## src/rtl/ps2_pkg.sv

```systemverilog
// Shared types and constants for the PS/2 receiver and key-state tracker.
package ps2_pkg;

    typedef enum logic [1:0] {
        ST_IDLE,
        ST_DATA,
        ST_PARITY,
        ST_STOP
    } frame_state_t;

    localparam logic [7:0] PS2_PREFIX_EXT = 8'hE0;
    localparam logic [7:0] PS2_PREFIX_BRK = 8'hF0;

    localparam int EVT_W        = 10;
    localparam int EVT_CODE_LSB = 0;
    localparam int EVT_EXT_BIT  = 8;
    localparam int EVT_BRK_BIT  = 9;

    typedef struct packed {
        logic       brk;
        logic       ext;
        logic [7:0] code;
    } ps2_evt_t;

endpackage

```

## src/rtl/ps2_frame_rx.sv

```systemverilog
// PS/2 frame deserialiser: pin synchronisers, falling-edge strobe, frame FSM, resync timeout.
// Define PS2_PARITY_CHECK_EN to reject frames whose odd parity fails.
module ps2_frame_rx
    import ps2_pkg::*;
#(
    parameter int SYNC_STAGES = 3,
    parameter int TIMEOUT_CYC = 20000
) (
    input  logic       clk,
    input  logic       rst,
    input  logic       ps2_clk,
    input  logic       ps2_data,
    output logic       byte_valid,
    output logic [7:0] rx_byte,
    output logic       frame_err
);

`ifdef PS2_PARITY_CHECK_EN
    localparam bit PAR_CHECK = 1'b1;
`else
    localparam bit PAR_CHECK = 1'b0;
`endif
    localparam int TW = $clog2(TIMEOUT_CYC + 1);

    logic [SYNC_STAGES-1:0] clk_sync, data_sync;
    logic                   clk_q, fe, din;
    frame_state_t           state, state_nxt;
    logic [2:0]             bit_cnt;
    logic [7:0]             shreg;
    logic                   par_bit, timeout, stop_ok, stop_bad;
    logic [TW-1:0]          to_cnt;

    // Idle bus is high, so reset the synchronisers to 1 to avoid a false edge.
    always_ff @(posedge clk or posedge rst) begin
        if (rst) begin
            clk_sync  <= '1;
            data_sync <= '1;
            clk_q     <= 1'b1;
        end else begin
            clk_sync  <= {clk_sync[SYNC_STAGES-2:0], ps2_clk};
            data_sync <= {data_sync[SYNC_STAGES-2:0], ps2_data};
            clk_q     <= clk_sync[SYNC_STAGES-1];
        end
    end

    assign fe      = clk_q & ~clk_sync[SYNC_STAGES-1];
    assign din     = data_sync[SYNC_STAGES-1];
    assign timeout = (state != ST_IDLE) && (to_cnt == TW'(TIMEOUT_CYC));

    always_ff @(posedge clk or posedge rst) begin
        if (rst) state <= ST_IDLE;
        else     state <= state_nxt;
    end

    always_comb begin
        state_nxt = state;
        if (timeout) state_nxt = ST_IDLE;
        else if (fe) begin
            case (state)
                ST_IDLE:   if (!din) state_nxt = ST_DATA;
                ST_DATA:   if (bit_cnt == 3'd7) state_nxt = ST_PARITY;
                ST_PARITY: state_nxt = ST_STOP;
                ST_STOP:   state_nxt = ST_IDLE;
                default:   state_nxt = ST_IDLE;
            endcase
        end
    end

    always_comb begin
        stop_ok  = 1'b0;
        stop_bad = 1'b0;
        if (state == ST_STOP && fe && !timeout) begin
            stop_ok  = din && (!PAR_CHECK || (^{shreg, par_bit}));
            stop_bad = !stop_ok;
        end
    end

    always_ff @(posedge clk or posedge rst) begin
        if (rst) begin
            bit_cnt    <= '0;
            shreg      <= '0;
            par_bit    <= 1'b0;
            to_cnt     <= '0;
            byte_valid <= 1'b0;
            rx_byte    <= '0;
            frame_err  <= 1'b0;
        end else begin
            if (state == ST_IDLE || fe) to_cnt <= '0;
            else if (!timeout)          to_cnt <= to_cnt + 1'b1;
            if (state == ST_IDLE && fe && !din) bit_cnt <= '0;
            if (state == ST_DATA && fe) begin
                shreg   <= {din, shreg[7:1]};
                bit_cnt <= bit_cnt + 3'd1;
            end
            if (state == ST_PARITY && fe) par_bit <= din;
            byte_valid <= stop_ok;
            frame_err  <= stop_bad | timeout;
            if (stop_ok) rx_byte <= shreg;
        end
    end

endmodule

```

## src/rtl/ps2_key_scanner.sv

```systemverilog
// PS/2 keyboard scanner: E0/F0 prefix decode, per-key held bits, FWFT make/break event FIFO.
// Parity enforcement follows the PS2_PARITY_CHECK_EN build option of ps2_frame_rx.
module ps2_key_scanner
    import ps2_pkg::*;
#(
    parameter int SYNC_STAGES = 3,
    parameter int TIMEOUT_CYC = 20000,
    parameter int NUM_KEYS    = 9,
    parameter logic [NUM_KEYS*9-1:0] KEY_CODES = {9'h04B, 9'h042, 9'h03B, 9'h033, 9'h022,
                                                  9'h023, 9'h01B, 9'h01C, 9'h01D},
    parameter int FIFO_DEPTH  = 8
) (
    input  logic                clk,
    input  logic                rst,
    input  logic                ps2_clk,
    input  logic                ps2_data,
    output logic [NUM_KEYS-1:0] key_down,
    output logic                evt_valid,
    output logic [EVT_W-1:0]    evt_data,
    input  logic                evt_ready,
    output logic                overflow,
    output logic                frame_err,
    output logic [7:0]          err_cnt
);

    localparam int AW = $clog2(FIFO_DEPTH);

    logic                byte_valid, is_ext, is_brk, push, pop, full, do_push;
    logic [7:0]          rx_byte;
    logic                ext_f, brk_f;
    logic [NUM_KEYS-1:0] hit;
    ps2_evt_t            new_evt;
    ps2_evt_t            mem [FIFO_DEPTH];
    logic [AW:0]         wr_ptr, rd_ptr;

    ps2_frame_rx #(
        .SYNC_STAGES (SYNC_STAGES),
        .TIMEOUT_CYC (TIMEOUT_CYC)
    ) u_rx (
        .clk        (clk),
        .rst        (rst),
        .ps2_clk    (ps2_clk),
        .ps2_data   (ps2_data),
        .byte_valid (byte_valid),
        .rx_byte    (rx_byte),
        .frame_err  (frame_err)
    );

    assign is_ext  = byte_valid && (rx_byte == PS2_PREFIX_EXT);
    assign is_brk  = byte_valid && (rx_byte == PS2_PREFIX_BRK);
    assign push    = byte_valid && !is_ext && !is_brk;
    assign new_evt = '{brk: brk_f, ext: ext_f, code: rx_byte};

    always_ff @(posedge clk or posedge rst) begin
        if (rst) begin
            ext_f <= 1'b0;
            brk_f <= 1'b0;
        end else if (frame_err || push) begin
            ext_f <= 1'b0;
            brk_f <= 1'b0;
        end else begin
            if (is_ext) ext_f <= 1'b1;
            if (is_brk) brk_f <= 1'b1;
        end
    end

    for (genvar i = 0; i < NUM_KEYS; i++) begin : g_key
        assign hit[i] = push && ({ext_f, rx_byte} == KEY_CODES[9*i +: 9]);
    end

    always_ff @(posedge clk or posedge rst) begin
        if (rst) key_down <= '0;
        else     key_down <= (key_down & ~hit) | (hit & {NUM_KEYS{!brk_f}});
    end

    // Pointers carry one extra wrap bit so full and empty are distinguishable.
    assign evt_valid = (wr_ptr != rd_ptr);
    assign full      = ((wr_ptr - rd_ptr) == (AW+1)'(FIFO_DEPTH));
    assign pop       = evt_valid && evt_ready;
    assign do_push   = push && (!full || pop);
    assign evt_data  = evt_valid ? mem[rd_ptr[AW-1:0]] : '0;

    always_ff @(posedge clk) begin
        if (do_push) mem[wr_ptr[AW-1:0]] <= new_evt;
    end

    always_ff @(posedge clk or posedge rst) begin
        if (rst) begin
            wr_ptr   <= '0;
            rd_ptr   <= '0;
            overflow <= 1'b0;
            err_cnt  <= '0;
        end else begin
            if (do_push) wr_ptr <= wr_ptr + 1'b1;
            if (pop)     rd_ptr <= rd_ptr + 1'b1;
            if (push && full && !pop) overflow <= 1'b1;
            if (frame_err && err_cnt != 8'hFF) err_cnt <= err_cnt + 8'd1;
        end
    end

endmodule
```

## config.mk

```make
export PLATFORM = sky130hd
export DESIGN_NAME = ps2_key_scanner
export DESIGN_NICKNAME = d
export VERILOG_FILES = /design/src/rtl/ps2_pkg.sv /design/src/rtl/ps2_frame_rx.sv /design/src/rtl/ps2_key_scanner.sv
export SDC_FILE = /design/constraint.sdc
export NUM_CORES = 1
export LEC_CHECK = 0
export BUFFER_PORTS_ARGS = -buffer_cell sky130_fd_sc_hd__buf_2
export CAP_MARGIN = 10
export CORE_MARGIN = 8
export CORE_UTILIZATION = 39
export DETAILED_ROUTE_END_ITERATION = 10
export PLACE_DENSITY = 0.59
export SYNTH_ARGS = -nofsm -noshare
export SYNTH_HDL_FRONTEND = slang
export SYNTH_HIERARCHICAL = 1
export SYNTH_SLANG_ARGS = --single-unit
```

## constraint.sdc

```tcl
create_clock -name clk -period 4.8 [get_ports clk]
set_input_delay 0.96 -clock clk [delete_from_list [all_inputs] [get_ports clk]]
set_output_delay 0.96 -clock clk [all_outputs]
set_load 0.03 [all_outputs]
```

* Yosys cells after proc, flatten, opt, wreduce, memory -nomap -nowiden
Memory sizes are Yosys's and may differ from the RTL's.
Index checks and enable logic that the tools add are counted.
** Storage, ports and cells
- Bits in registers :: 73
- RAM bits :: 80
- Output and inout port bits :: 30
- Memories :: 1
** Memories
- mem :: words 8, width 10, rd ports 1, clocked after Yosys merged registers in 0, wr ports 1, RTL line ps2_key_scanner.sv:33 : ps2_evt_t mem [FIFO_DEPTH];
** Operators by class
- Add/sub/neg operators :: 6
- Eq/ne operators :: 22
- Muxes and demuxes :: 18
- Bitwise logic cells :: 7
- Reduce and logical (&&, ||, !) cells :: 41
** Operators with widths (count)
- equality test 9 x 6 -> 1 bit (second input constant) :: 4
- 2-to-1 mux 15 bit :: 2
- equality test 9 x 5 -> 1 bit (second input constant) :: 3
- logical AND 1 bit :: 24
- bitwise AND 9 bit :: 2
- equality test 9 x 7 -> 1 bit (second input constant) :: 2
- equality test 8 bit (second input constant) :: 2
- adder 15 x 1 -> 15 bit (second input constant) :: 1
- equality test 15 bit (second input constant) :: 1
- 2-to-1 mux 10 bit :: 1
- nonzero test 2 bit :: 5
- inverter 9 bit :: 1
- OR 9 bit :: 1
- adder 4 x 1 -> 4 bit (second input constant) :: 2
- adder 8 x 1 -> 8 bit (second input constant) :: 1
- 2-to-1 mux 1 bit :: 8
- 2-to-1 mux 2 bit :: 4
- != test 8 bit (second input constant) :: 1
- one-hot mux 2 bit (4 select lines) :: 1
- logical NOT 1 bit :: 7
- 2-to-1 mux 3 bit :: 2
- equality test 2 bit (second input constant) :: 2
- equality test 4 bit (second input constant) :: 1
- != test 4 bit :: 1
- other kinds (13) :: 15

* Depth between registers and ports, before layout
- Depth in word-level cells :: 9
- Mapped depth :: 8
- Mapped depth without buffers :: 7

* Modules after synthesis
Netlist, hierarchy kept.
** Modules (own cells, without submodules)
- ps2_key_scanner :: instances 1, cells each 277, area each 4483.0 um2, seq. area each 3103.0 um2
- ps2_frame_rx :: instances 1, cells each 162, area each 2033.2 um2, seq. area each 1134.8 um2

* Least setup slack after synthesis
Ideal clock, no wire load.
- Path kind :: register to register
- Start point :: register rd_ptr[1]
- End point :: memory mem[1][0] (netlist bit), enable pin
- Setup time :: 0.408 ns
- Data arrival time :: 3.041 ns
- Required time :: 4.392 ns
- Slack :: 1.351 ns
- Cell stages (with the launch flop) :: 9
- Clock period less this slack :: 3.449 ns
- Cells stage by stage :: dfrtp_1 > buf_1 > inv_1 > ha_1 > and4_1 > inv_2 > a211oi_4 > a21boi_2 > nor4b_1
** On the way
- Elaborated cells on any way between the ends :: 9
- Those cells by class :: add/sub: 1; eq/ne: 2; mux: 2; reduce/logical: 4
** RTL lines
- from (decl) :: RTL line ps2_key_scanner.sv:34 : logic [AW:0] wr_ptr, rd_ptr;
- from (signal assigned) :: RTL line ps2_key_scanner.sv:95 : if (pop) rd_ptr <= rd_ptr + 1'b1;
- != test 4 bit :: RTL line ps2_key_scanner.sv:77 : assign evt_valid = (wr_ptr != rd_ptr);
- via evt_valid :: RTL line ps2_key_scanner.sv:18 : output logic evt_valid,
- logical AND 1 bit :: RTL line ps2_key_scanner.sv:79 : assign pop = evt_valid && evt_ready;
- logical OR 1 bit :: RTL line ps2_key_scanner.sv:80 : assign do_push = push && (!full || pop);
- logical AND 1 bit :: RTL line ps2_key_scanner.sv:80
- 2-to-1 mux 1 bit :: RTL line ps2_key_scanner.sv:84 : if (do_push) mem[wr_ptr[AW-1:0]] <= new_evt;
- 2-to-1 mux 1 bit (implied by the code) :: RTL line ps2_key_scanner.sv:84
- to (decl) :: RTL line ps2_key_scanner.sv:33
The timed path passes the listed nets, and every way through them passes these cells.

* Worst setup path in the final report
- Start point :: register rd_ptr[2]
- End point :: output evt_data[5]
** On the way
- Longest elaborated chain between the ends :: 2
- Elaborated cells on any way between the ends :: 3
- Those cells by class :: eq/ne: 1; mux: 1; memory: 1
** Ends and longest elaborated chain
- memory read (8 x 10 bit) / != test 4 bit (equally long branches)
- 2-to-1 mux 10 bit (*) :: RTL line ps2_key_scanner.sv:81 : assign evt_data = evt_valid ? mem[rd_ptr[AW-1:0]] : '0;
- to (decl) :: RTL line ps2_key_scanner.sv:19 : output logic [EVT_W-1:0] evt_data,
Every way passes the cells marked *; elsewhere a longest branch is shown, timed or not.

==> results.md <==
- Status: completed
- Worst EP required: 3.84 ns
- Asr flop ratio synth: 0.477
- Synthesized area per cell: 14.8 um^2
- Startpoint types: register
- Cells after synthesis: 439
- Num Clock Sinks: 153
- Worst Setup SP: rd_ptr[2]$_DFFE_PP0P_
- Period utilization: 0.735
- Ports: 35
- Initial antenna violation count: 0
- Die span in y: 145 um
- Crit path DAT: 2.57 ns
- Filler cells: 1475
- Max-cap violations: 0
- Post-synth top area share: 0.369
- Port buffer count: 34
- Critical Path End: evt_data[5]
- Peak supply drop: 0.283 mV
- Reg2Reg Depth: 8
- Clk buf depth: 2
- Hold Crit Depth: 0
- RSZ-0062 raised after global routing: no
- Worst clock skew: 0.00756 ns
- CP Class: register to output pin
- Final HPWL DP: 9480 um
- First-pass GRT wire length: 22200 um
- Fin crit period: 3.53 ns
- Nets: 503
- Placed cells: 682
- Yosys Warn Count: 6
- Vias in the first global route: 3906
- Global route overflow: 0
- Resized cells post-CTS: 0
- Number of H-tree levels: 4
- Die width: 145 um
- Worst R2R Setup Slack: 1.48 ns
- Core box area: 16500 um^2
- Total track usage: 0.138
- Power Density: 570 nW/um^2
- Area contributors post-synth: edfxtp_1, dfrtp_1, mux4_2, ha_1, dfstp_2
- Vias per cell: 5.33
- Initial drt markers: 192
- FF-to-FF End: mem[1][4]$_DFFE_PP_
- Area of the die: 21100 um^2
- Non-filler cells, final: 716
- Critical R2R Launch: rd_ptr[2]$_DFFE_PP0P_
- Post-synth net total: 459
- Endpoints failing hold: 0
- Multi-input gate area: 2150 um^2
- Clock latency on the worst-skew pair: 0.42 ns
- Final Routed Wirelength: 14000 um
- Final setup viols: 0
- CTS tree: done
- Post-DRT Antenna Nets: 0
- Largest net degree at the start of global routing: 46
- CTS Hold Bufs: 0
- Peak Freq: 283 MHz
- #FFs+latches synth: 153
- Site Rows: 47
- Crit. End Element: output pin
- Worst hold path type: register to register
- TNS Setup: 0 ns
- Sequential element share of the synthesized area: 0.650
- Initial Util: 0.396
- Root buf cell: clkbuf_16
- Setup bufs post-CTS: 0
- CTS buffer count: 17
- Main synth FF type: edfxtp_1
- Post-synth EDFFs: 80
- DR vias: 3815
- DRC Markers: 0
- Largest area contributor in the netlist: edfxtp_1
- DRT Pass-1 Iters: 5
- Storage element area: 4240 um^2
- Synth unique cells: 56
- Worst-margin pin slew: 0.947 ns
- Antenna diodes: 0
- Detailed-route wire length per cell: 19.6 um
- Slew margin rel.: 0.368
- CP Max Fanout: 13
- Leak Pwr: 2.94 nW
- Final Slew Violations: 0
- Placer congestion estimate: 0.799
- Clock slew at reported path FFs: 0.06 ns
- Layout cells sized above 1: 0.258
- P&R area growth vs syn: 14.9%
- Mapped Area: 6520 um^2
==> layer usage <==
| metal | track usage | up-vias | wire length [um] |
|---|---|---|---|
| met5 | 0 | - | 0 |
| met4 | 0.0640 | 0 | 253 |
| li1 | - | 1732 | - |
| met1 | 0.171 | 1955 | 5830 |
| met2 | 0.223 | 109 | 7150 |
| met3 | 0.0351 | 19 | 768 |
==> layout make-up <==
| cell class | instances | share of cell area |
|---|---|---|
| sequential | 153 | 0.566 |
| multi-input combinational | 252 | 0.287 |
| clock buffer | 18 | 0.0573 |
| tap | 220 | 0.0368 |
| timing repair buffer | 39 | 0.0277 |
| clock inverter | 14 | 0.0152 |
| inverter | 20 | 0.0100 |
==> logic make-up after synthesis <==
kind of cell / count (synthesis) / share of synthesized area
flip-flops: 153 / 0.650
AND/OR/NAND/NOR: 120 / 0.103
AO/OA/AOI/OAI: 50 / 0.0513
multiplexers: 42 / 0.112
buffers and inverters: 34 / 0.0213
XOR/XNOR: 25 / 0.0336
adder cells (fa/ha/maj): 15 / 0.0288
==> where the power goes <==
| part | leakage (nW) | internal [mW] | switching (mW) | total (mW) |
|---|---|---|---|---|
| Clock | 0.263 | 0.675 | 0.557 | 1.23 |
| Sequential | 1.67 | 1.57 | 0.222 | 1.79 |
| Combinational | 1.01 | 0.492 | 0.747 | 1.24 |
==> per-stage QoR <==
stage | total power, mW | hold WS [ns] | worst slack [ns] | cell area, um^2 | util
2_1_floorplan | 2.69 | 0.345 | 1.35 | 6520 | -
3_3_place_gp | 3.03 | 0.346 | 1.40 | 6930 | 0.421
3_5_place_dp | 3.07 | 0.347 | 1.21 | 6930 | 0.421
4_1_cts | 4.31 | 0.352 | 1.18 | 7470 | 0.454
5_1_grt | 4.49 | 0.360 | 1.08 | 7480 | 0.455
6_report | 4.26 | 0.353 | 1.27 | 7480 | 0.455
==> worst min-delay path by stage <==
stage	end	slack, ns	start
5_1_grt	u_rx/data_sync[1]$_DFF_PP1_	0.36	u_rx/data_sync[0]$_DFF_PP1_
6_report	u_rx/data_sync[1]$_DFF_PP1_	0.35	u_rx/data_sync[0]$_DFF_PP1_
4_1_cts	u_rx/data_sync[1]$_DFF_PP1_	0.35	u_rx/data_sync[0]$_DFF_PP1_
3_5_place_dp	u_rx/clk_sync[1]$_DFF_PP1_	0.35	u_rx/clk_sync[0]$_DFF_PP1_
2_1_floorplan	u_rx/clk_sync[1]$_DFF_PP1_	0.35	u_rx/clk_sync[0]$_DFF_PP1_
3_3_place_gp	u_rx/clk_sync[1]$_DFF_PP1_	0.35	u_rx/clk_sync[0]$_DFF_PP1_
==> flip-flops by register name, summed over array words and instances (netlist names), named ones only <==
| signal | cells |
|---|---|
| u_rx/clk_sync | 3 |
| u_rx/to_cnt | 15 |
| u_rx/bit_cnt | 3 |
| u_rx/state | 2 |
| err_cnt | 8 |
| u_rx/clk_q | 1 |
| brk_f | 1 |
| u_rx/frame_err | 1 |
| rd_ptr | 4 |
| u_rx/data_sync | 3 |
| u_rx/shreg | 8 |
| ext_f | 1 |
| u_rx/rx_byte | 8 |
| mem | 80 |
| wr_ptr | 4 |
| u_rx/byte_valid | 1 |
| overflow | 1 |
==> layout by cell type (no fill, tap or decap), types with 4 or more instances in the layout <==
master	synthesis	final
xnor2_1	17	17
nand3_1	11	11
clkbuf_16	0	17
inv_6	0	5
a21oi_1	19	19
edfxtp_1	80	80
mux2_4	9	9
nor2_1	20	20
nor2b_1	5	5
nor3_1	7	7
and3_1	4	4
xor2_1	8	8
dfstp_2	7	7
dfrtp_1	66	66
buf_2	2	34
mux2i_1	4	4
mux4_2	20	20
o31ai_1	5	5
nand2_1	37	37
inv_1	19	18
ha_1	15	15
nand4_1	8	8
mux2_2	9	9
o21ai_0	12	12
buf_4	0	5
==> Yosys cell counts, types with 5 or more instances <==
cell type / instances
mux4_2: 20
inv_1: 19
nor2b_1: 5
xnor2_1: 17
mux2_2: 9
ha_1: 15
nand2_1: 37
clkbuf_1: 7
mux2_4: 9
nor3_1: 7
dfrtp_1: 66
nand4_1: 8
nor2_1: 20
a21oi_1: 19
xor2_1: 8
nand3_1: 11
o21ai_0: 12
dfstp_2: 7
o31ai_1: 5
edfxtp_1: 80
==> worst max-delay path, stage by stage (launching register included) <==
cell,delay [ns]
dfrtp_1,0.59
inv_1,0.29
ha_1,0.43
and4_1,0.48
a21oi_1,0.14
buf_2,0.21
Power figures use the tool's default switching activity.
